===== src/rtl/ram_dist_dp.sv =====
// Parametrised dual-port distributed RAM with a synchronous clear sequencer and BUSY flag.
// Define RAM_DIST_DP_OREG_EN to register SPO/DPO (1-cycle read latency, read-first).
module ram_dist_dp #(
  parameter int                DATA_W  = 8,
  parameter int                ADDR_W  = 8,
  parameter logic [DATA_W-1:0] CLR_VAL = {DATA_W{1'b0}}
) (
  input  logic              WCLK,
  input  logic              RST,
  input  logic              WE,
  input  logic [ADDR_W-1:0] A,
  input  logic [ADDR_W-1:0] DPRA,
  input  logic [DATA_W-1:0] D,
  output logic [DATA_W-1:0] SPO,
  output logic [DATA_W-1:0] DPO,
  output logic              BUSY
);

  localparam int DEPTH = 1 << ADDR_W;

  typedef enum logic {IDLE, CLEAR} state_e;

  state_e            state = IDLE;
  state_e            state_nxt;
  logic [ADDR_W-1:0] clr_addr = '0;
  logic [ADDR_W-1:0] clr_addr_nxt;
  logic [DATA_W-1:0] mem [DEPTH] = '{default: CLR_VAL};

  function automatic logic [DATA_W-1:0] mask_rd(input logic hide, input logic [DATA_W-1:0] word);
    return hide ? CLR_VAL : word;
  endfunction

  always_ff @(posedge WCLK) begin
    state    <= state_nxt;
    clr_addr <= clr_addr_nxt;
  end

  always_comb begin
    state_nxt    = state;
    clr_addr_nxt = clr_addr;
    if (RST) begin
      state_nxt    = CLEAR;
      clr_addr_nxt = '0;
    end else if (state == CLEAR) begin
      // Last word written on the all-ones address; the pointer wraps back to 0 naturally.
      clr_addr_nxt = clr_addr + 1'b1;
      if (clr_addr == {ADDR_W{1'b1}})
        state_nxt = IDLE;
    end
  end

  assign BUSY = (state == CLEAR);

  always_ff @(posedge WCLK) begin
    if (!RST) begin
      if (state == CLEAR)
        mem[clr_addr] <= CLR_VAL;
      else if (WE)
        mem[A] <= D;
    end
  end

`ifdef RAM_DIST_DP_OREG_EN
  logic [DATA_W-1:0] spo_p1 = CLR_VAL;
  logic [DATA_W-1:0] dpo_p1 = CLR_VAL;

  // Output register stage: captures pre-edge contents (read-first).
  always_ff @(posedge WCLK) begin
    spo_p1 <= mask_rd(BUSY || RST, mem[A]);
    dpo_p1 <= mask_rd(BUSY || RST, mem[DPRA]);
  end

  assign SPO = spo_p1;
  assign DPO = dpo_p1;
`else
  assign SPO = mask_rd(BUSY, mem[A]);
  assign DPO = mask_rd(BUSY, mem[DPRA]);
`endif

endmodule


===== config.mk =====
export PLATFORM = sky130hd
export DESIGN_NAME = ram_dist_dp
export DESIGN_NICKNAME = d
export VERILOG_FILES = /design/src/rtl/ram_dist_dp.sv
export SDC_FILE = /design/constraint.sdc
export NUM_CORES = 2
export LEC_CHECK = 0
export BUFFER_PORTS_ARGS = -buffer_cell sky130_fd_sc_hd__buf_2
export CORE_UTILIZATION = 35
export CTS_CLUSTER_SIZE = 40
export DETAILED_ROUTE_END_ITERATION = 8
export HOLD_SLACK_MARGIN = 0.1
export PLACE_DENSITY = 0.61
export SLEW_MARGIN = 5
export SYNTH_ARGS = -nofsm -noshare
export SYNTH_HDL_FRONTEND = slang
export SYNTH_SLANG_ARGS = --single-unit
export TNS_END_PERCENT = 5

===== constraint.sdc =====
create_clock -name WCLK -period 13.33 [get_ports WCLK]
set_input_delay 0.6665 -clock WCLK [delete_from_list [all_inputs] [get_ports WCLK]]
set_output_delay 0.6665 -clock WCLK [all_outputs]
set_load 0.005 [all_outputs]

**After elaboration in Yosys (flattened, before gate mapping)**

Memory sizes are Yosys's and may differ from the RTL's.
Index checks and enable logic that the tools add are counted.

- Register bits: 9
- Bits in latches: 0
- Memory bits (writable): 2048
- ROM bits: 0
- Input port bits: 27
- Output and inout bits: 17
- Word-level logic and storage cells: 20
- Memories: 1

- Add/subtract/negate cells: 1
- Multipliers: 0
- Divide/modulo/power cells: 0
- Magnitude comparators: 0
- Equality and inequality tests: 1
- Shift operators: 0
- Mux-type cells: 14
- Bitwise operators: 0
- Reductions and logical operators: 1

Memories:

| name | depth | width | read ports | clocked after Yosys merged registers in | write ports | line | source |
|---|---|---|---|---|---|---|---|
| mem | 256 | 8 | 2 | 0 | 1 | 27 | `logic [DATA_W-1:0] mem [DEPTH] = '{default: CLR_VAL};` |

Operators by type and width:

| cell | count |
|---|---|
| $mux 8 | 4 |
| $mux 1 | 10 |
| $add 8x1->8 const B | 1 |
| $eq 8x8->1 const B | 1 |
| $reduce_or 8->1 | 1 |

**Longest topological paths before layout**

- Depth in word-level cells: 6
- Mapped depth: 13
- Gate-level depth less buffers: 7

**Least setup slack after synthesis**

Ideal clock, no wire load.

- Kind: input port to flip-flop
- Start: in RST
- End: mem mem[0][0] (data pin)
- Library setup time: 0.869 ns
- Arrival: 4.596 ns
- Data required time: 12.461 ns
- Slack: 7.864 ns
- Stages on the path: 3
- Buffers on the path: 1
- Cell sequence: nor3b_1 > clkbuf_1 > and2_1

- Longest elaborated chain between the ends: 4

Ends and longest elaborated chain:

| item | line | source |
|---|---|---|
| start, declared | 9 | `input logic RST,` |
| $mux 1 | 55 | `if (!RST) begin` |
| $mux 1 (not written as such) | 59 | `mem[A] <= D;` |
| $reduce_or 8->1 (no source line) | - |  |
| $mux 8 (no source line) | - |  |
| end, declared | 27 |  |

Every way passes these cells.

**Final worst setup path**

- Start: in A[0]
- End: out SPO[4]

- Longest elaborated chain between the ends: 2

Ends and longest elaborated chain:

| item | line | source |
|---|---|---|
| start, declared | 11 | `input logic [ADDR_W-1:0] A,` |
| $mem_v2 256x8 | - |  |
| $mux 8 | 30 | `return hide ? CLR_VAL : word;` |
| end, declared | 14 | `output logic [DATA_W-1:0] SPO,` |

Every way passes these cells.

==> impl_metrics.json <==
{
  "ff2ff_path_depth": 5,
  "final_layout_size_suffix_gt1_frac": 0.266,
  "synthArstFlopShare": 0,
  "worstPathRequired_ns": 12.66,
  "p_switching_mw": 3.20,
  "vias": 59000,
  "cts_buffer_depth": 3,
  "clock-sinks": 2057,
  "p_int_mw": 10.7,
  "syn2layout_area_growth_pct": 10.7,
  "power.leakage_nw": 37.6,
  "num_rows": 193,
  "cts_buffers": 214,
  "rrSetupSlack_ns": 8.24,
  "ys_top_cells_by_area": "edfxtp_1, mux4_2, mux2i_1",
  "ys.warnings.count": 0,
  "core_sq_mm": 0.277,
  "cp_num_buf_inv": 5,
  "dieArea_sq_mm": 0.282,
  "crit_top_cell": "buf_4",
  "syn_area_per_cell_sq_um": 18.5,
  "slowest_stage": "a211oi_1",
  "worst_clock_skew_ns": 0.0579,
  "dpl.hpwl_um": 214000,
  "slew_violations": 0,
  "cp_cell_sequence": "buf_8 -> buf_4 -> buf_4 -> buf_4 -> mux4_2 -> mux2i_1 -> mux2i_1 -> o2111ai_1 -> a211oi_1 -> nand4_1 -> o31ai_2 -> buf_2",
  "endpoint_kind": "primary output",
  "slew_headroom": 0.0827,
  "wirelength_um": 337000,
  "cp-start-kind": "input pin",
  "grt_max_degree": 169,
  "reg2reg_from": "BUSY",
  "fmax_mhz": 144,
  "synth-seq-cells": 2057,
  "ios": 44,
  "min_path_cells": 2,
  "p_sw_frac": 0.230,
  "viasPerCell": 6.42,
  "setup_violations": 0,
  "cts_resized": 0,
  "vdd_drop_max_v": 0.000140,
  "worst_pin_slew_ns": 1.37,
  "p_clk_frac": 0.433,
  "postRouteAntennaNets": 0,
  "grt_first_pass_wirelength_um": 466000,
  "die_w_um": 531,
  "io_buffers": 43,
  "cts_max_level": 4,
  "hold_viol_final": 0,
  "clk_latency_ns": 0.88,
  "rsz0062_at_grt": "false",
  "power_mw": 13.9,
  "power_density_mw_per_mm2": 128,
  "gp_congestion": 0.929,
  "synth.largest_area_cell": "edfxtp_1",
  "fill_cells": 25000,
  "hp-class": "in -> reg",
  "multiInputGateArea_sq_mm": 0.0333,
  "detailedRoute.firstIterationViolations": 8449,
  "period_share": 0.522,
  "synth_top_area_frac": 0.629,
  "post_dp_cell_area_sq_mm": 0.101,
  "cp_max_fo": 69,
  "cts.reportedPaths.clkPinSlew_ns": 0.06,
  "seq_power_share": 0.505,
  "outcome": "complete, no violations",
  "max_stage_delay_ns": 0.90,
  "synth_cells": 5297,
  "drcViolationCount": 0,
  "max_cap_viol_count": 0,
  "first_pass_iters": 6,
  "grt_pass1_vias": 57500,
  "ys.flop_type": "edfxtp_1",
  "finalInstanceArea_sq_mm": 0.108,
  "seq_area_frac_synth": 0.631,
  "hold_end": "mem[175][0]",
  "combPwrFrac": 0.062,
  "regArea_sq_mm": 0.0617,
  "die_h_um": 531,
  "synth_edf_count": 2048,
  "cts_tree": "built",
  "timing.rr.end": "mem[108][6]",
  "synth_common_cells": "edfxtp_1, mux4_2, mux2i_1",
  "cp.depth": 12,
  "crit_family": "buffers and inverters",
  "antenna_found_initial": 30,
  "critical_path_class": "in -> out",
  "worstPathArrival_ns": 6.29,
  "start_util": 0.353,
  "syn_area_sq_mm": 0.0978,
  "synth_fp_nets": 5325,
  "gr-total-overflow": 0,
  "grt_use_total": 0.237,
  "synth.most_common_cell": "edfxtp_1",
  "setup_tns_ns": 0,
  "post_drt_wl_per_cell_um": 36.7,
  "hold_start": "D[0]",
  "root_buffer": "clkbuf_16",
  "period_needed_ns": 6.96,
  "finalNetCount": 5324,
  "synth_cell_types": 72
}
[power by group through the flow]
stage	Sequential [mW]	Clock (mW)	Combinational, mW
CTS	7.01	6.05	0.846
floorplan	7.15	0	0.556
global placement	7.15	0	0.842
finish	7.01	6.02	0.863
global route	7.01	6.29	0.875
detailed placement	7.15	0	0.843
[layout make-up]
class                   instances  share of cell area
flip-flops and latches       2057               0.569
multi-input cells            2799               0.307
clock buffers                 260              0.0518
well taps                    3705              0.0428
repair buffers                217              0.0164
clock inverters               131              0.0119
inverters                       7            0.000381
diodes                          7            0.000162
[kinds of logic after synthesis]
| kind of cell | synth area share |
|---|---|
| flops | 0.631 |
| buf+inv | 0.0308 |
| fa+ha+maj | 0.000128 |
| xor+xnor | 0.000448 |
| simple gates | 0.0335 |
| mux | 0.257 |
| compound gates | 0.0480 |
[state kept, by name (all words and copies together) (netlist names)]
register  flops
BUSY          1
mem        2048
clr_addr      8
[how the worst max path moves through the flow]
stage                     startpoint   endpoint
after floorplan                  RST  mem[0][0]
final                           A[0]     SPO[4]
after global placement          A[0]     SPO[4]
after CTS                       A[0]     SPO[4]
after detailed placement        A[0]     SPO[4]
after global routing            A[0]     SPO[4]
[cell usage in the layout (no fill, tap or decap), drive strengths merged, types with 115 or more instances in the layout]
master / netlist / layout
o22ai: 133 / 133
nand2: 124 / 124
mux2i: 467 / 467
o221ai: 176 / 176
nor2: 360 / 360
clkbuf: 170 / 261
mux4: 899 / 899
edfxtp: 2048 / 2048
o21ai: 115 / 115
buf: 262 / 214
[stage by stage]
| stage | instances | utilization | hold WS (ns) | setup WS, ns |
|---|---|---|---|---|
| after floorplan | 5297 | - | 0.517 | 7.86 |
| after global placement | 8782 | 0.366 | 0.547 | 6.56 |
| after detailed placement | 8784 | 0.366 | 0.563 | 6.51 |
| after CTS | 9176 | 0.391 | 0.243 | 6.50 |
| after global routing | 9178 | 0.391 | 0.278 | 6.26 |
| final | 9183 | 0.391 | 0.282 | 6.37 |
[repair_timing]
item                                   4_1_cts  5_1_grt
setup buffers                                0        0
endpoints found under the hold margin        8        0
hold buffers                                 1        0
[per-layer routing]
metal | share of wire | up-vias | GRT usage
met1 | 0.37 | 31200 | 0.308
met3 | 0.12 | 883 | 0.0678
met5 | 0.00049 | - | 0
li1 | - | 22700 | -
met4 | 0.068 | 22 | 0.139
met2 | 0.45 | 4124 | 0.355
No activity file was read; power rests on OpenSTA's default activity.
